**src/rtl/axi_stream_strip_header.sv**
```systemverilog
// axi_stream_strip_header
//   Removes a per-packet header of strip_cnt bytes (0..DATA_BYTE_WD-1) from
//   the front of an AXI-Stream packet and re-packs the remaining payload so
//   every output beat is left-aligned (byte 0 in the MSBs, MSB-aligned keep).
//
// Ports
//   clk, rst_n                       clock, asynchronous active-low reset
//   valid_in/data_in/keep_in/last_in upstream beat; ready_in is the accept
//   valid_out/data_out/keep_out/last_out registered downstream beat;
//                                    ready_out is the downstream accept
//   valid_strip/strip_cnt            header-length descriptor, one per packet;
//                                    ready_strip is the accept (IDLE only)
//   drop_pkt                         one-cycle pulse when a packet carried no
//                                    payload after stripping
module axi_stream_strip_header #(
  parameter int DATA_WD      = 32,
  parameter int DATA_BYTE_WD = DATA_WD / 8,
  parameter int BYTE_CNT_WD  = $clog2(DATA_BYTE_WD)
) (
  input  logic                    clk,
  input  logic                    rst_n,
  input  logic                    valid_in,
  input  logic [DATA_WD-1:0]      data_in,
  input  logic [DATA_BYTE_WD-1:0] keep_in,
  input  logic                    last_in,
  output logic                    ready_in,
  output logic                    valid_out,
  output logic [DATA_WD-1:0]      data_out,
  output logic [DATA_BYTE_WD-1:0] keep_out,
  output logic                    last_out,
  input  logic                    ready_out,
  input  logic                    valid_strip,
  input  logic [BYTE_CNT_WD-1:0]  strip_cnt,
  output logic                    ready_strip,
  output logic                    drop_pkt
);

  localparam logic [1:0] IDLE   = 2'd0;
  localparam logic [1:0] FIRST  = 2'd1;
  localparam logic [1:0] STREAM = 2'd2;
  localparam logic [1:0] FLUSH  = 2'd3;

  // One extra bit so byte counts reach DATA_BYTE_WD without wrapping.
  localparam int CW = BYTE_CNT_WD + 1;
  localparam logic [CW-1:0] W_C = CW'(DATA_BYTE_WD);

  function automatic logic [CW-1:0] popcount(input logic [DATA_BYTE_WD-1:0] k);
    logic [CW-1:0] c;
    c = '0;
    for (int unsigned i = 0; i < DATA_BYTE_WD; i++) c = c + CW'(k[i]);
    return c;
  endfunction

  // Top n bytes of a data word enabled.
  function automatic logic [DATA_WD-1:0] byte_mask(input logic [CW-1:0] n);
    logic [DATA_WD-1:0] m;
    m = '0;
    for (int unsigned i = 0; i < DATA_BYTE_WD; i++)
      if (CW'(i) < n) m[DATA_WD-1-8*i -: 8] = '1;
    return m;
  endfunction

  // Top n keep bits set.
  function automatic logic [DATA_BYTE_WD-1:0] keep_mask(input logic [CW-1:0] n);
    logic [DATA_BYTE_WD-1:0] m;
    m = '0;
    for (int unsigned i = 0; i < DATA_BYTE_WD; i++)
      if (CW'(i) < n) m[DATA_BYTE_WD-1-i] = 1'b1;
    return m;
  endfunction

  // Byte shifts toward / away from byte 0; a shift of DATA_BYTE_WD yields 0.
  function automatic logic [DATA_WD-1:0] shl_bytes(input logic [DATA_WD-1:0] d,
                                                   input logic [CW-1:0] n);
    return d << (32'(n) * 32'd8);
  endfunction

  function automatic logic [DATA_WD-1:0] shr_bytes(input logic [DATA_WD-1:0] d,
                                                   input logic [CW-1:0] n);
    return d >> (32'(n) * 32'd8);
  endfunction

  logic [1:0]              state, state_nx;
  logic [CW-1:0]           s_q, s_nx;
  logic [CW-1:0]           r_q, r_nx;
  logic [DATA_WD-1:0]      res_q, res_nx;

  logic                    load_ok;
  logic                    accept_in;
  logic [CW-1:0]           k;
  logic [CW-1:0]           room;
  logic [DATA_WD-1:0]      merged;

  logic                    emit;
  logic [DATA_WD-1:0]      emit_data;
  logic [DATA_BYTE_WD-1:0] emit_keep;
  logic                    emit_last;
  logic                    drop_nx;

  assign load_ok     = ~valid_out | ready_out;
  assign ready_in    = ((state == FIRST) | (state == STREAM)) & load_ok;
  assign ready_strip = (state == IDLE) & rst_n;
  assign accept_in   = valid_in & ready_in;
  assign k           = popcount(keep_in);
  // Free byte slots after the residual; comparing k against this instead of
  // forming r+k keeps every intermediate within CW bits.
  assign room        = W_C - r_q;
  assign merged      = res_q | shr_bytes(data_in, r_q);

  always_comb begin
    state_nx  = state;
    s_nx      = s_q;
    r_nx      = r_q;
    res_nx    = res_q;
    emit      = 1'b0;
    emit_data = '0;
    emit_keep = '0;
    emit_last = 1'b0;
    drop_nx   = 1'b0;
    case (state)
      IDLE: begin
        if (valid_strip & ready_strip) begin
          s_nx     = {1'b0, strip_cnt};
          state_nx = FIRST;
        end
      end
      FIRST: begin
        if (accept_in) begin
          if (!last_in) begin
            res_nx   = shl_bytes(data_in, s_q);
            r_nx     = W_C - s_q;
            state_nx = STREAM;
          end else begin
            if (k > s_q) begin
              emit      = 1'b1;
              emit_data = shl_bytes(data_in, s_q) & byte_mask(k - s_q);
              emit_keep = keep_mask(k - s_q);
              emit_last = 1'b1;
            end else begin
              drop_nx = 1'b1;
            end
            state_nx = IDLE;
          end
        end
      end
      STREAM: begin
        if (accept_in) begin
          if (!last_in) begin
            emit      = 1'b1;
            emit_data = merged;
            emit_keep = '1;
            res_nx    = shl_bytes(data_in, room);
          end else if (k <= room) begin
            emit      = 1'b1;
            emit_data = merged & byte_mask(r_q + k);
            emit_keep = keep_mask(r_q + k);
            emit_last = 1'b1;
            state_nx  = IDLE;
          end else begin
            emit      = 1'b1;
            emit_data = merged;
            emit_keep = '1;
            res_nx    = shl_bytes(data_in, room);
            r_nx      = k - room;
            state_nx  = FLUSH;
          end
        end
      end
      FLUSH: begin
        if (load_ok) begin
          emit      = 1'b1;
          emit_data = res_q & byte_mask(r_q);
          emit_keep = keep_mask(r_q);
          emit_last = 1'b1;
          state_nx  = IDLE;
        end
      end
      default: state_nx = IDLE;
    endcase
  end

  always_ff @(posedge clk or negedge rst_n) begin
    if (!rst_n) begin
      state     <= IDLE;
      s_q       <= '0;
      r_q       <= '0;
      res_q     <= '0;
      valid_out <= 1'b0;
      data_out  <= '0;
      keep_out  <= '0;
      last_out  <= 1'b0;
      drop_pkt  <= 1'b0;
    end else begin
      state    <= state_nx;
      s_q      <= s_nx;
      r_q      <= r_nx;
      res_q    <= res_nx;
      drop_pkt <= drop_nx;
      // emit is only raised when the output register is free (load_ok).
      if (emit) begin
        valid_out <= 1'b1;
        data_out  <= emit_data;
        keep_out  <= emit_keep;
        last_out  <= emit_last;
      end else if (ready_out) begin
        valid_out <= 1'b0;
      end
    end
  end

endmodule
```
**config.mk**
```make
export PLATFORM = sky130hd
export DESIGN_NAME = axi_stream_strip_header
export DESIGN_NICKNAME = d
export VERILOG_FILES = /design/src/rtl/axi_stream_strip_header.sv
export SDC_FILE = /design/constraint.sdc
export NUM_CORES = 1
export LEC_CHECK = 0
export CAP_MARGIN = 25
export CELL_PAD_IN_SITES_DETAIL_PLACEMENT = 0
export CELL_PAD_IN_SITES_GLOBAL_PLACEMENT = 1
export CORE_MARGIN = 5
export CORE_UTILIZATION = 44
export DETAILED_ROUTE_END_ITERATION = 8
export PLACE_DENSITY = 0.9
export SLEW_MARGIN = 15
export SYNTH_ARGS = -nofsm -noshare
export SYNTH_HDL_FRONTEND = slang
export SYNTH_SLANG_ARGS = --single-unit
```
**constraint.sdc**
```tcl
create_clock -name clk -period 6.5 [get_ports clk]
set_input_delay 0.975 -clock clk [delete_from_list [all_inputs] [get_ports clk]]
set_output_delay 0.975 -clock clk [all_outputs]
set_load 0.05 [all_outputs]
```
==> key figures, run 1 <==
Logic synthesis
  • Area fraction of the dominant cell type after synthesis: roughly a third
  • Syn. warnings: 0
  • Post-Syn Nets: 718
  • Ys async rst share: 100%
  • Commonest register cell after synthesis: dfrtp_1
  • Top cells by area, synth: dfrtp_1 (35%), mux2i_1 (9.6%), nand2_1 (7.7%)
  • EDFF count, synth: 0
  • Netlist cell types: 61
  • Syn Inst Count: 656
  • Area leader, netlist: dfrtp_1
  • Mean Syn Cell Area: 8.43 um2
  • #FFs+latches synth: 78
  • Register area share after synthesis: between 30% and 40%
  • Synth Cell Area: 5530 um2

Clock network
  • Clk root buf: clkbuf_16
  • Clock-pin slew on the worst setup and hold paths: around 0.06 ns
  • Post_cts resized: 0
  • Setup Buffers After CTS: 0
  • CTS buffer count: 9
  • CTS hold repair buffers: 0
  • CTS tree: yes
  • Sinks on Clock Net: 78
  • Clock latency at the later pin of the worst-skew pair: 0.35 ns
  • Htree depth: 3
  • Clock Tree Buf Depth: 2

Critical path
  • Reg2reg end: keep_out[0]$_DFFE_PN0P_
  • Worst EP arrival: 4.80 ns
  • Setup crit end kind: flop
  • Startpoint Class: input port
  • Critical path class: in2reg
  • Cells on worst reg2reg path: 11
  • Setup slack, reg-to-reg: roughly 2.4 ns
  • CP max FO: 35
  • Reg-to-Reg Start: r_q[0]$_DFFE_PN0P_
  • CP required: 6.74 ns

Detailed routing
  • First drt pass iteration count: 7
  • Final wirelength: 18,600 um
  • Via count: approximately 5,500
  • Vias/cell: 6.10
  • Wire length per cell: 20.7 um
  • DRC errors left: 0
  • Post-DRT Antenna Nets: 0
  • Iteration-0 DRC Markers: between 500 and 600

Hold path
  • Hold Crit Depth: 2
  • Hold EP: res_q[8]$_DFFE_PN0P_
  • HP Start: res_q[8]$_DFFE_PN0P_
  • HP Class: reg2reg

Timing
  • Max Fclk: 0.219 GHz
  • Setup repair after global routing missed its margin: no
  • Slew @ Worst Pin: 1.09 ns
  • Final setup fails: 0
  • Final min period: 4.56 ns
  • Final Max Tran Viols: 0
  • Final setup TNS: 0 ns
  • Final period utilization: between 70 and 80%
  • Clk_skew: 0.00787 ns
  • Final Hold Vio Count: 0
  • Slew headroom: a little over a quarter

Cells and area
  • Final net count: 781
  • FILL cells: 1,220
  • Final Util: a little over half
  • Area growth syn-to-layout: 24.0%
  • Share of cells above drive strength 1: 8.01%
  • Ant. Diodes: 0

Global route
  • Total gr overflow: 0
  • Largest net degree at the start of global routing: 79
  • Initial antenna violation count: 0
  • Total Routing Usage GR: 25.0%
  • Vias in the first global route: 4,971
  • First-pass GRT wire length: 28,300 um

Placement
  • Port bufs: 84
  • Routability cong.: just over 0.9
  • Detailed Place HPWL: roughly 13,000 um

Job
  • Max-cap violations: 0

Power and ir drop
  • PD cells: 589 nW/um2
  • Pleak: 2.84 nW
  • Max IR drop VDD: ~260 uV

Floorplan
  • Core Area: 12,500 um2
  • Top Ports: 85
  • Initial cell density of the core: 44.3%
  • Die Width: 122 um
  • Row count: 41
  • Die Height: around 120 um
  • Die area: 14,900 um2

Status
  • Status: finished, final reports clean
-- cell usage in the layout (no fill, tap or decap), types with 6 or more instances in the layout --
cell type / instances
a211oi_1: 6
a21oi_1: 47
a221oi_1: 11
a22oi_1: 8
a31oi_1: 17
a32oi_1: 13
and2_1: 7
buf_4: 9
clkbuf_16: 9
clkdlybuf4s50_1: 83
dfrtp_1: 78
ha_1: 13
inv_1: 18
mux2_2: 12
mux2i_1: 53
nand2_1: 113
nor2_1: 71
nor2b_1: 7
o21ai_0: 64
o22a_1: 8
o22ai_1: 6
-- final cells by class --
class                           instances  area (um2)  share of cell area, %
Timing Repair Buffer                   94         933                   13.6
Sequential cell                        78        1950                   28.5
Inverter                               18        67.6                  0.986
Multi-Input combinational cell        518        3340                   48.8
Tap cell                              172         215                   3.14
Clock buffer                           12         267                   3.89
Clock inverter                          4        76.3                   1.11
-- stage by stage --
step           hold slack [ns]  area, um2  power (mW)  setup WS (ns)  std cells
2_1_floorplan            0.442       5530        2.69           2.67        656
3_3_place_gp             0.456       6480        3.39           1.68        878
3_5_place_dp             0.466       6480        3.43           1.58        878
4_1_cts                  0.480       6820        4.02           1.96        894
5_1_grt                  0.500       6860        4.28           1.69        896
6_report                 0.477       6860        4.04           1.94        896
-- worst max-delay path by stage --
stage	start	end	slack [ns]	cells past startpoint
final	keep_in[0]	keep_out[2]$_DFFE_PN0P_	1.94	12
after global placement	keep_in[0]	keep_out[2]$_DFFE_PN0P_	1.68	12
after floorplan	keep_in[0]	data_out[26]$_DFFE_PN0P_	2.67	10
after detailed placement	keep_in[0]	keep_out[2]$_DFFE_PN0P_	1.58	12
after CTS	keep_in[0]	keep_out[2]$_DFFE_PN0P_	1.96	12
after global routing	keep_in[0]	keep_out[2]$_DFFE_PN0P_	1.69	12
-- synthesized netlist by cell type (all sizes together) (12+ instances only) --
library cell / number
a21oi: 47
a31oi: 18
a32oi: 13
buf: 15
clkbuf: 27
dfrtp: 78
ha: 13
inv: 18
mux2: 12
mux2i: 53
nand2: 113
nor2: 72
o21ai: 66
-- worst max-delay path, stage by stage --
cell	delay [ns]
clkdlybuf4s50_1	0.43
fa_1	0.55
ha_1	0.18
inv_1	0.06
fa_1	0.47
o31ai_1	0.25
o31a_2	0.23
nand3_4	0.14
a31oi_4	0.79
buf_4	0.43
nand2_1	0.09
o22a_1	0.19
-- layer usage --
metal | global-route usage [%] | up-vias | wire length (um)
li1 | - | 2498 | -
met1 | 36.7 | 2691 | 8560
met2 | 36.3 | 246 | 8130
met3 | 4.18 | 35 | 1370
met4 | 10.5 | 0 | 521
met5 | 0 | - | 0
-- report_power, final --
part	total [mW]	leakage (nW)	switching (mW)	internal [mW]
Sequential	0.853	0.965	0.136	0.718
Combinational	2.61	1.71	1.72	0.892
Clock	0.575	0.165	0.206	0.369
-- cell families (layout without fill, tap and decap cells) --
logic type               after synthesis  after routing  synth area share (%)
AND/OR/NAND/NOR                      222            222                  17.6
adder cells (fa/ha/maj)               18             18                  4.75
flip-flops                            78             78                  35.3
buffers and inverters                 60            128                  4.48
multiplexers                          65             65                  12.0
AO/OA/AOI/OAI                        207            207                  24.6
XOR/XNOR                               6              6                  1.22
-- registers in the layout, summed over array words and instances (netlist names) --
signal     flops
last_out       1
valid_out      1
res_q         32
state          2
drop_pkt       1
keep_out       4
data_out      32
r_q            3
s_q            2
Power figures use the tool's default switching activity.
==> inputs of run 2 (changes only) <==
CORE_UTILIZATION = 37   (was 44)
PLACE_DENSITY = 0.81   (was 0.9)
clock period = 3.8 ns   (was 6.5 ns; I/O delays follow)
==> run 2 against run 1 <==
First-iteration DRC count increased by 4.1%. Sequential share of layout area decreased by 1.3 points. Power increased by 78%. Flip-flop and latch count unchanged. Register-to-register slack got worse by 1.4 ns. Sequential power increased by 72%. Setup slack got worse by 1.8 ns. Clock-buffer cell count increased by 1. Wire length increased by 6.1%. Cell area increased by 4.9%. Critical endpoint is now data_out[22]$_DFFE_PN0P_. Largest power group unchanged.
==> key figures, run 2 (same netlist as run 1, synthesis figures left out) <==
Status
  • Status: finished, final reports clean

Timing
  • Clk_skew: 0.00969 ns (+0.00182 ns)
  • Final min period: 3.67 ns
  • Setup repair after global routing missed its margin: no
  • Max Fclk: 0.273 GHz
  • Slew @ Worst Pin: 0.758 ns (-0.336 ns)
  • Final Hold Vio Count: 0 (unchanged)
  • Slew headroom: 49.3% (+22 points)
  • Final Max Tran Viols: 0 (unchanged)
  • Final period utilization: 96.5%
  • Final setup fails: 0 (unchanged)

Placement
  • Detailed Place HPWL: 14,200 um (+11%)
  • Routability cong.: 0.985 (+5.5%)
  • Port bufs: 84 (unchanged)

Cells and area
  • Final Util: 49.3% (-5.7 points)
  • Largest regs: data_out (32), res_q (32), keep_out (4)
  • Most frequent cells in the layout: nand2_1 (113), clkdlybuf4s50_1 (83), dfrtp_1 (78)
  • Share of cells above drive strength 1: 12.9% (+4.9 points)
  • FF/Latch Area: 1950 um2 (unchanged)
  • Multi-input gate area: 3350 um2 (+0.26%)
  • Final net count: 824 (+5.5%)
  • FILL cells: 1,373 (+13%)
  • Most common cell after layout, fill and taps aside: nand2_1
  • Ant. Diodes: 0 (unchanged)
  • Area growth syn-to-layout: 30.1%

Floorplan
  • Initial cell density of the core: 37.9% (-6.5 points)
  • Core Area: 14,600 um2 (+17%)
  • Die Width: 132 um (+8.3%)
  • Die Height: 132 um (+8.3%)
  • Row count: 44 (+7.3%)
  • Die area: 17,500 um2 (+17%)
  • Top Ports: 85 (unchanged)

Detailed routing
  • Via count: 5,496 (+0.48%)
  • DRC errors left: 0 (unchanged)
  • Post-DRT Antenna Nets: 0 (unchanged)
  • Final wirelength: 19,700 um (+6.1%)
  • Wire length per cell: 20.7 um (about the same)
  • Vias/cell: 5.78 (-5.3%)
  • Iteration-0 DRC Markers: 583 (+4.1%)
  • First drt pass iteration count: 7 (unchanged)

Power and ir drop
  • Max IR drop VDD: 486 uV (+86%)
  • Switch share: 51.1% (+0.053 points)
  • Logic pwr share: 68.1% (+3.5 points)
  • Sequential power share: 20.5% (-0.6 points)
  • Cell Int Power: 3.51 mW (+78%)
  • P_sw: 3.67 mW (+78%)
  • Pwr Total: 7.18 mW (+78%)
  • Pleak: 3.04 nW (+7.0%)
  • PD cells: 998 nW/um2 (+69%)
  • Clock power frac: 11.4% (-2.8 points)

Global route
  • Largest net degree at the start of global routing: 80 (+1.3%)
  • First-pass GRT wire length: 31,200 um (+10%)
  • Total Routing Usage GR: 22.5% (-2.5 points)
  • Initial antenna violation count: 0 (unchanged)
  • Total gr overflow: 0 (unchanged)
  • Vias in the first global route: 5,523 (+11%)

Clock network
  • Clock-pin slew on the worst setup and hold paths: 0.06 ns (about the same)
  • Sinks on Clock Net: 78 (unchanged)
  • Clk root buf: clkbuf_16
  • Clock latency at the later pin of the worst-skew pair: 0.36 ns (about the same)
  • CTS tree: yes
  • Clock Tree Buf Depth: 2 (unchanged)
  • CTS buffer count: 9 (unchanged)
  • CTS hold repair buffers: 0 (unchanged)
  • Htree depth: 3 (unchanged)

Critical path
  • Top delay family on crit path: adder cells
  • CP required: 4.07 ns (-2.67 ns)
  • Critical-path top delay cell: fa_1
  • WP buf/inv: 2 (-1)
  • Startpoint Class: input port
  • CP max FO: 7 (-80%)
  • Critical-path cell list: clkdlybuf4s50_1, fa_1, ha_1, ha_1, fa_1, xnor3_2, nand3b_4, a21oi_1, nand3b_1, buf_4, o22a_1, a31oi_1
  • Critical path class: in2reg
  • Worst path max stage delay: 0.49 ns (-0.30 ns)
  • Worst EP arrival: 3.94 ns (-0.86 ns)
  • Setup crit end kind: flop

Job
  • Max-cap violations: 0 (unchanged)

Hold path
  • HP Class: in2async
-- run 2: power by group through the flow --
stage / combinational, mW / sequential, mW / clock [mW]
floorplan: 2.45 / 2.15 / 0
global placement: 4.77 / 1.47 / 0
detailed placement: 4.82 / 1.48 / 0
CTS: 4.85 / 1.47 / 0.829
global route: 5.26 / 1.52 / 0.860
finish: 4.89 / 1.47 / 0.817
-- run 2: what timing repair did --
action,CTS,global route
endpoints found under the hold margin,0,0
buffers inserted,0,0
resized for setup,0,4
setup endpoints to repair,0,7
-- run 2: final timing paths --
check	from	endpoint	slack [ns]	cells past startpoint
max	keep_in[0]	data_out[22]$_DFFE_PN0P_	0.13	12
min in group clk	res_q[1]$_DFFE_PN0P_	res_q[1]$_DFFE_PN0P_	0.48	2
max in group asynchronous	rst_n	r_q[1]$_DFFE_PN0P_	2.98	3
max reg2reg	s_q[1]$_DFFE_PN0P_	data_out[30]$_DFFE_PN0P_	0.99	10
min reg2reg	res_q[1]$_DFFE_PN0P_	res_q[1]$_DFFE_PN0P_	0.48	2
min	rst_n	drop_pkt$_DFF_PN0_	0.19	2
-- run 2: layout make-up --
type	instances	share of cell area [%]
Tap cell	184	3.20
Clock buffer	13	3.48
Sequential cell	78	27.1
Clock inverter	3	0.278
Inverter	18	0.939
Multi-Input combinational cell	518	46.6
Timing Repair Buffer	137	18.3
-- run 2: metal layers --
layer | wire (um) | global-route usage [%] | vias up | share of wire (%)
li1 | - | - | 2585 | -
met1 | 9030 | 32.2 | 2646 | 46
met2 | 8810 | 34.0 | 237 | 45
met3 | 1400 | 3.66 | 28 | 7.1
met4 | 478 | 8.65 | 0 | 2.4
met5 | 0 | 0 | - | 0
-- run 2: worst register-to-register path: stages, from the launching register on --
cell and delay (ns):
dfrtp_1 0.39, buf_4 0.35, inv_1 0.18, fa_1 0.48, xnor2_1 0.16, buf_4 0.14, nor3_1 0.31, nor2_1 0.07
buf_4 0.18, a222oi_1 0.30, a21oi_1 0.12
-- run 2: stage by stage --
| step | area, um2 | hold slack (ns) | setup slack (ns) | setup TNS, ns | instances |
|---|---|---|---|---|---|
| after floorplan | 5530 | 0.274 | 0.378 | 0 | 656 |
| after global placement | 6880 | 0.458 | -0.208 | -6.20 | 934 |
| after detailed placement | 6880 | 0.468 | -0.292 | -9.06 | 934 |
| after CTS | 7150 | 0.482 | 0.0773 | 0 | 950 |
| after global routing | 7190 | 0.209 | 0.000813 | 0 | 951 |
| final | 7190 | 0.187 | 0.132 | 0 | 951 |
==> inputs of run 3 (changes only) <==
ABC_CLOCK_PERIOD_IN_PS = 3800   (was default)
CORE_UTILIZATION = 30   (was 37)
PLACE_DENSITY = 0.69   (was 0.81)
TNS_END_PERCENT = 20   (was default)
==> run 3 against run 2 <==
Sequential power hardly changed. Clock power hardly changed. Flip-flop and latch count stayed put. Power is 0.42% higher. Final cell count is 5.3% higher. Fmax is 0.29% higher. Critical path type unchanged. Critical endpoint unchanged. Largest cell class unchanged. Largest power group unchanged. Highest routed layer unchanged.
==> key figures, run 3 (same netlist as run 1, synthesis figures left out) <==
Power and ir drop
  • Max IR drop VDD: 474 uV (-2.5%)
  • Pwr Total: 7.21 mW (+0.42%)
  • Cell Int Power: 3.51 mW (-0.14%)
  • PD cells: 990 nW/um2 (-0.83%)
  • P_sw: 3.70 mW (+0.95%)
  • Sequential power share: 20.5% (about the same)
  • Pleak: 3.07 nW (+0.89%)
  • Switch share: 51.3% (+0.27 points)
  • Logic pwr share: 68.1% (about the same)
  • Clock power frac: 11.4% (about the same)

Placement
  • Routability cong.: 0.912 (-7.5%)
  • Placed cells: 985 (+5.5%)
  • Detailed Place HPWL: 15,000 um (+5.3%)
  • Port bufs: 84 (unchanged)
  • Pre-CTS WS: -0.248 ns (+0.0445 ns)

Cells and area
  • Ant. Diodes: 0 (unchanged)
  • Non-filler cells in the finished layout: 1,001 (+5.3%)
  • Area growth syn-to-layout: 31.7%
  • Share of cells above drive strength 1: 13.9% (+0.95 points)
  • Final net count: 829 (+0.61%)
  • Most common cell after layout, fill and taps aside: nand2_1
  • Most frequent cells in the layout: nand2_1 (113), clkdlybuf4s50_1 (83), dfrtp_1 (78)
  • Largest regs: data_out (32), res_q (32), keep_out (4)
  • Final Util: 40.4% (-8.9 points)

Critical path
  • CP max FO: 7 (unchanged)
  • CP required: 4.07 ns (about the same)
  • Critical-path top delay cell: fa_1
  • Worst EP arrival: 3.92 ns (-0.02 ns)
  • Critical path class: in2reg
  • Critical-path cell list: clkdlybuf4s50_1, fa_1, ha_1, ha_1, fa_1, xnor3_2, nand3b_4, buf_4, a21oi_1, nand3b_1, buf_4, o22a_1, a31oi_1
  • Startpoint Class: input port
  • Setup crit end kind: flop
  • Worst path max stage delay: 0.48 ns (about the same)

Global route
  • Total Routing Usage GR: 19.2% (-3.3 points)
  • Initial antenna violation count: 0 (unchanged)
  • Largest net degree at the start of global routing: 55 (-31%)
  • Total gr overflow: 0 (unchanged)
  • Vias in the first global route: 5,394 (-2.3%)
  • First-pass GRT wire length: 32,000 um (+2.5%)

Clock network
  • CTS buffer count: 9 (unchanged)
  • Clock-pin slew on the worst setup and hold paths: 0.06 ns (about the same)
  • Post_cts resized: 0 (unchanged)
  • Clock latency at the later pin of the worst-skew pair: 0.35 ns (about the same)
  • CTS hold repair buffers: 0 (unchanged)
  • Htree depth: 3 (unchanged)
  • CTS tree: yes
  • Clk root buf: clkbuf_16
  • Sinks on Clock Net: 78 (unchanged)
  • Setup Buffers After CTS: 0 (unchanged)
  • Clock Tree Buf Depth: 2 (unchanged)

Timing
  • Setup repair after global routing missed its margin: no
  • Final Max Tran Viols: 0 (unchanged)
  • Final Hold Vio Count: 0 (unchanged)
  • Slew @ Worst Pin: 1.07 ns (+0.313 ns)
  • Final hold slack: 0.211 ns (+0.0243 ns)
  • Final period utilization: 96.3% (-0.28 points)
  • Max Fclk: 0.273 GHz (+0.29%)
  • Fin worst setup slack: 0.142 ns (+0.0105 ns)
  • Slew headroom: 28.2% (-21 points)
  • Final setup fails: 0 (unchanged)
  • Clk_skew: 0.00487 ns (-0.00482 ns)
  • Final min period: 3.66 ns (-0.0105 ns)

Floorplan
  • Die Width: 146 um (+10%)
  • Row count: 49 (+11%)
  • Die area: 21,200 um2 (+21%)
  • Die Height: 146 um (+10%)
  • Core Area: 18,000 um2 (+24%)
  • Initial cell density of the core: 30.7% (-7.2 points)
  • Top Ports: 85 (unchanged)

Detailed routing
  • Iteration-0 DRC Markers: 573 (-1.7%)
  • Vias/cell: 5.53 (-4.3%)
  • Wire length per cell: 20.7 um (about the same)
  • DRC errors left: 0 (unchanged)
  • Via count: 5,539 (+0.78%)
  • Post-DRT Antenna Nets: 0 (unchanged)
  • First drt pass iteration count: 6 (-1)
  • Final wirelength: 20,800 um (+5.3%)

Job
  • Max-cap violations: 0 (unchanged)

Status
  • Status: finished, final reports clean

Hold path
  • HP Class: in2async
run 3: cell types whose count changed in the layout (fill, tap and decap cells not counted), sizes merged:
cell,delta
buf,+5
clkinvlp,-1
clkbuf,-1
clkinv,+2
run 3: power groups by stage:
stage / Clock [mW] / Combinational, mW / Sequential [mW]
4_1_cts: 0.830 / 4.90 / 1.49
5_1_grt: 0.871 / 5.28 / 1.53
3_3_place_gp: 0 / 4.82 / 1.49
3_5_place_dp: 0 / 4.88 / 1.50
6_report: 0.819 / 4.91 / 1.48
2_1_floorplan: 0 / 2.45 / 2.15
run 3: final timing paths:
| kind | start | endpoint | slack (ns) | cells past startpoint |
|---|---|---|---|---|
| hold / removal | rst_n | res_q[17]$_DFFE_PN0P_ | 0.21 | 1 |
| hold reg to reg | res_q[1]$_DFFE_PN0P_ | res_q[1]$_DFFE_PN0P_ | 0.48 | 2 |
| setup reg to reg | r_q[0]$_DFFE_PN0P_ | data_out[15]$_DFFE_PN0P_ | 0.95 | 11 |
| min in group clk | res_q[1]$_DFFE_PN0P_ | res_q[1]$_DFFE_PN0P_ | 0.48 | 2 |
| setup / recovery | keep_in[0] | data_out[22]$_DFFE_PN0P_ | 0.14 | 13 |
| max in group asynchronous | rst_n | res_q[1]$_DFFE_PN0P_ | 2.64 | 2 |
run 3: layout make-up:
type / instances / area (um2)
timing repair buffer: 142 / 1350
clock inverter: 4 / 22.5
clock buffer: 12 / 246
multi-input combinational: 518 / 3360
fill: 1840 / 10700
tap: 229 / 287
inverter: 18 / 67.6
sequential: 78 / 1950
run 3: per-layer routing:
metal  global-route usage, %  vias to the layer above  share of wire (%)
li1                        -                     2604                  -
met1                    27.3                     2683                 45
met2                    29.1                      224                 46
met3                    4.36                       28                7.9
met4                    5.41                        0                1.8
met5                       0                        -                  0
run 3: stage by stage:
step,area [um2],setup TNS [ns]
after floorplan,5530,0
after global placement,7000,-5.90
after detailed placement,7000,-6.44
after CTS,7270,0
after global routing,7280,0
final,7280,0
run 3: critical path, delay by kind of cell:
kind            cells  cell delay (ns)
compound gates      3             0.42
xor+xnor            1             0.43
simple gates        2             0.31
buf+inv             3             0.74
fa+ha+maj           4             1.46
==> edit 1 (config.mk and constraints of run 2) <==
Take the reset off `res_q` and load it in a clocked block of its own.
--- a/src/rtl/axi_stream_strip_header.sv
+++ b/src/rtl/axi_stream_strip_header.sv
@@ -184,7 +184,6 @@
       state     <= IDLE;
       s_q       <= '0;
       r_q       <= '0;
-      res_q     <= '0;
       valid_out <= 1'b0;
       data_out  <= '0;
       keep_out  <= '0;
@@ -194,7 +193,6 @@
       state    <= state_nx;
       s_q      <= s_nx;
       r_q      <= r_nx;
-      res_q    <= res_nx;
       drop_pkt <= drop_nx;
       // emit is only raised when the output register is free (load_ok).
       if (emit) begin
@@ -208,4 +206,8 @@
     end
   end
 
+  always_ff @(posedge clk) begin
+    res_q <= res_nx;
+  end
+
 endmodule
Check against the original RTL: no difference found for any inputs over 4 cycles, from zero or initial values and one cycle with rst_n low; that may be too few to reach the edited logic, so the function may still have changed.
==> edit 1 against run 2 <==
Setup slack worse by 0.032 ns. Cell count is 9.0% lower. Count of clock-buffer cells in the layout is 4 lower. Routed wire length is 6.3% lower. Area after synthesis is 2.4% lower. Total power is 0.13% lower. Register-to-register slack worse by 0.21 ns. Sequential cell count stayed put. Cell area is 2.8% lower. Largest cell class unchanged.
==> edit 1: results (changes against run 2) <==
set qor(run_status) {finished, final reports clean} ;# unchanged
set qor(global_route_wire_length_before_repair_mm) 28.15 ;# was 31.24 mm
set qor(final-seq-area_um2) 2112 ;# was 1952 um^2
set qor(part_of_the_total_power_dissipated_in_combinational_logic_pct) 63.9 ;# was 68.1%
set qor(p_leak_nw) 2.721 ;# was 3.041 nW
set qor(cts_resized) 1 ;# was 0
set qor(gr-usage-met3_pct) 3.049 ;# was 3.664%
set qor(muxShareOfSynthArea_pct) 13.27 ;# was 12.04%
set qor(finalWirelength_mm) 18.48 ;# was 19.72 mm
set qor(avgViaCountPerCell) 5.902 ;# was 5.779
set qor(critical-path-slowest-cell) {a222oi_1} ;# was fa_1
set qor(internal_mw) 3.697 ;# was 3.514 mW
set qor(syn-mean-instance-area_um2) 9.399 ;# was 8.427 um^2
set qor(place.detailed.hpwl_mm) 13.05 ;# was 14.22 mm
set qor(grt_usage_pct) 21.73 ;# was 22.48%
set qor(dp_worst_setup_slack_ns) -0.4693 ;# was -0.2920 ns
set qor(post_dp_cell_area_um2) 6623 ;# was 6880 um^2
set qor(crit_arrival_ns) 3.91 ;# was 3.94 ns
set qor(met1Wirelength_mm) 7.654 ;# was 9.030 mm
set qor(ys_seq_area_share_pct) 39.15 ;# was 35.31%
set qor(final_design_area_no_fill_um2) 6990 ;# was 7192 um^2
set qor(area_share_nonclk_buffers_pct) 17.29 ;# was 18.34%
set qor(n_multi_input_combinational_cell) 445 ;# was 518
set qor(yosys.area_share.adder_pct) 4.870 ;# was 4.753%
set qor(synth_cells) 574 ;# was 656
set qor(groute.layer.met2.usage_pct) 34.40 ;# was 34.03%
set qor(crit_path_max_fanout) 9 ;# was 7
set qor(filler_cell_count) 1348 ;# was 1373
set qor(wl_met3_mm) 1.366 ;# was 1.398 mm
set qor(fin_ws_ns) 0.1001 ;# was 0.1316 ns
set qor(synth_area_leaders) {dfrtp_1 21%, edfxtp_1 18%, mux2i_1 7.4%} ;# was dfrtp_1 35%, mux2i_1 9.6%, nand2_1 7.7%
set qor(worst_clock_skew_ns) 0.008234 ;# was 0.009692 ns
set qor(post-cts-setup-buffer-count) 1 ;# was 0
set qor(stdcell_count) 865 ;# was 951
set qor(irDropWorstVdd_mv) 0.5460 ;# was 0.4860 mV
set qor(seq_cell_count) 78 ;# unchanged
set qor(wl_met2_mm) 8.540 ;# was 8.813 mm
set qor(multi_input_combinational_area_share_pct) 44.03 ;# was 46.62%
set qor(share_of_the_synthesized_area_in_compound_gates_ao_oa_aoi_oai_pct) 20.94 ;# was 24.60%
set qor(clock_power_share_pct) 12.7 ;# was 11.4%
set qor(power.net_switching_mw) 3.473 ;# was 3.666 mW
set qor(detail_route.first_pass.iterations) 9 ;# was 7
set qor(timing.critical_path.slowest_cell_delay_ns) 0.59 ;# was 0.49 ns
set qor(worst-r2r-setup-slack_ns) 0.78 ;# was 0.99 ns
set qor(nets) 738 ;# was 824
[edit 1: changes by cell type after synthesis, sizes merged, moves of 14 or more]
cell    before  now
a222oi       4   19
clkbuf      27   13
o21ai       66   24
mux2        12   28
nand2      113   50
a21oi       47   63
edfxtp       0   32
dfrtp       78   46
[edit 1: path summary, 6_finish.rpt]
| kind | startpoint | to | depth (start not counted) |
|---|---|---|---|
| min reg2reg | data_out[10]$_DFFE_PN0P_ | data_out[10]$_DFFE_PN0P_ | 2 |
| max reg2reg | r_q[0]$_DFFE_PN0P_ | data_out[18]$_DFFE_PN0P_ | 12 |
| max in group asynchronous | rst_n | data_out[1]$_DFFE_PN0P_ | 2 |
| min in group clk | data_out[10]$_DFFE_PN0P_ | data_out[10]$_DFFE_PN0P_ | 2 |
| max | keep_in[0] | data_out[18]$_DFFE_PN0P_ | 12 |
| min | rst_n | state[0]$_DFFE_PN0P_ | 2 |
==> edit 2 (flow settings as in run 2) <==
Made on the original files. Set the parameter `DATA_WD` to 64 (it was 32).
--- a/src/rtl/axi_stream_strip_header.sv
+++ b/src/rtl/axi_stream_strip_header.sv
@@ -13,7 +13,7 @@
 //   drop_pkt                         one-cycle pulse when a packet carried no
 //                                    payload after stripping
 module axi_stream_strip_header #(
-  parameter int DATA_WD      = 32,
+  parameter int DATA_WD      = 64,
   parameter int DATA_BYTE_WD = DATA_WD / 8,
   parameter int BYTE_CNT_WD  = $clog2(DATA_BYTE_WD)
 ) (
Ports: changed (5 resized); port bits go from 85 to 158. The function was not compared with the original's and may differ.
==> edit 2 against run 2 <==
The run now ends with setup timing left. Area after synthesis grew 140%. Sequential power up 98%. Total power rose to 3.0 times the old value. Routed wire length rose to 3.3 times the old value. Setup slack got worse by 0.97 ns. Sequential cell count up 70. Cell area increased to 2.7 times the old value. Clock power is 110% higher. Critical endpoint is now data_out[27]$_DFFE_PN0P_. Largest cell class unchanged. Largest power group unchanged. Highest routed layer unchanged.
==> edit 2: results (changes against run 2) <==
set qor(run_status) {finished, violations left} ;# was finished, final reports clean
set qor(final_core_utilization_pct) 53.97 ;# was 49.30%
set qor(via_count) 15190 ;# was 5496
set qor(syn-mean-instance-area_um2) 8.587 ;# was 8.427 um^2
set qor(worst_clock_skew_ns) 0.01672 ;# was 0.009692 ns
set qor(port_buffers) 157 ;# was 84
set qor(violations_in_the_final_reports) {setup timing}
set qor(place.detailed.hpwl_mm) 45.53 ;# was 14.22 mm
set qor(global_route_wire_length_before_repair_mm) 95.92 ;# was 31.24 mm
set qor(filler_cell_count) 3170 ;# was 1373
set qor(synth.lib_cells_used.distinct) 83 ;# was 61
set qor(critical-path-slowest-cell) {fa_2} ;# was fa_1
set qor(nets) 1928 ;# was 824
set qor(timing.reg2reg.worst_path_depth) 9 ;# was 10
set qor(finalWirelength_mm) 65.93 ;# was 19.72 mm
set qor(layout_top_registers) {data_out x64, res_q x64, keep_out x8} ;# was data_out x32, res_q x32, keep_out x4
set qor(post_dp_cell_area_um2) 16580 ;# was 6880 um^2
set qor(grt_usage_pct) 31.08 ;# was 22.48%
set qor(fin_ws_ns) -0.8376 ;# was 0.1316 ns
set qor(setup_viol) 145 ;# was 0
set qor(synth_area_leaders) {dfrtp_1 28%, mux2i_1 9.4%, mux4_2 5.2%} ;# was dfrtp_1 35%, mux2i_1 9.6%, nand2_1 7.7%
set qor(crit_path_max_fanout) 8 ;# was 7
set qor(post_synth_most_frequent_cells) {183 x nand2_1, 148 x dfrtp_1, 126 x mux2i_1, 99 x a21oi_1, 91 x nor2_1} ;# was 113 x nand2_1, 78 x dfrtp_1, 71 x nor2_1, 64 x o21ai_0, 53 x mux2i_1
set qor(first_iter_violations) 1958 ;# was 583
set qor(layout-drive-gt1-share_pct) 30.77 ;# was 12.91%
set qor(max_slew.worst_pin.slew_ns) 1.078 ;# was 0.7575 ns
set qor(cts_buffers) 17 ;# was 9
set qor(crit_arrival_ns) 5.03 ;# was 3.94 ns
[edit 2: cells by family after synthesis]
| logic type | after synthesis | synth area share, % |
|---|---|---|
| xor+xnor | 10 | 0.9043 |
| flops | 148 | 27.59 |
| mux | 203 | 18.46 |
| buf+inv | 202 | 6.880 |
| fa+ha+maj | 27 | 2.909 |
| compound gates | 538 | 28.41 |
| simple gates | 435 | 14.84 |
[edit 2: power breakdown]
| part | switching, mW | total [mW] | internal [mW] | leakage (nW) |
|---|---|---|---|---|
| Sequential | 0.581 | 2.91 | 2.33 | 1.81 |
| Combinational | 9.67 | 16.9 | 7.24 | 5.52 |
| Clock | 0.819 | 1.69 | 0.870 | 0.276 |
[edit 2: metal layers]
metal  global-route usage (%)  routed length, um  vias to the layer above
met5                        0                  0                        -
met4                    18.98               4728                        0
met3                    6.898               6355                      270
met2                    48.69              29700                     1026
met1                    39.22              25150                     7493
li1                         -                  -                     6397
[edit 2: what timing repair did]
item | in CTS | in global routing
cloned | 14 | 2
setup buffers | 43 | 26
setup endpoints to repair | 145 | 145
gates resized for setup | 177 | 73
hold buffers | 1 | 0
pin swaps | 66 | 38
hold endpoints to repair | 9 | 0
[edit 2: path summary, 6_finish.rpt]
check                      slack [ns]                       end                    start
min                              0.48   keep_out[5]$_DFFE_PN0P_  keep_out[5]$_DFFE_PN0P_
max reg2reg                      0.37  data_out[13]$_DFFE_PN0P_     state[0]$_DFFE_PN0P_
min in group asynchronous        0.49  data_out[60]$_DFFE_PN0P_                    rst_n
min reg2reg                      0.48   keep_out[5]$_DFFE_PN0P_  keep_out[5]$_DFFE_PN0P_
max                             -0.84  data_out[27]$_DFFE_PN0P_               keep_in[1]
max in group asynchronous        1.59        r_q[0]$_DFFE_PN0P_                    rst_n
[edit 2: cell type report]
cell class | instances | area (um^2) | area share [%]
diodes | 1 | 2.502 | 0.01300
flip-flops and latches | 148 | 3711 | 19.29
multi-input cells | 1215 | 10030 | 52.10
repair buffers | 382 | 4149 | 21.56
clock buffers | 18 | 439.2 | 2.282
well taps | 461 | 576.8 | 2.998
inverters | 56 | 222.7 | 1.157
clock inverters | 14 | 115.1 | 0.5982
[edit 2: stage by stage]
step | setup slack, ns | power, mW | TNS [ns] | hold slack [ns]
final | -0.8376 | 21.51 | -99.41 | 0.4808
after global routing | -0.8973 | 22.26 | -110.83 | 0.4863
after CTS | -0.8860 | 20.15 | -106.94 | 0.4821
after detailed placement | -1.826 | 16.46 | -235.21 | 0.4098
after global placement | -1.755 | 16.34 | -228.35 | 0.4148
after floorplan | -0.9287 | 11.84 | -115.40 | 0.2744
[edit 2: worst min-delay path: stages, from the launching register on]
cell,delay (ns)
dfrtp_1,0.35
nand2_1,0.05
nand2_1,0.05
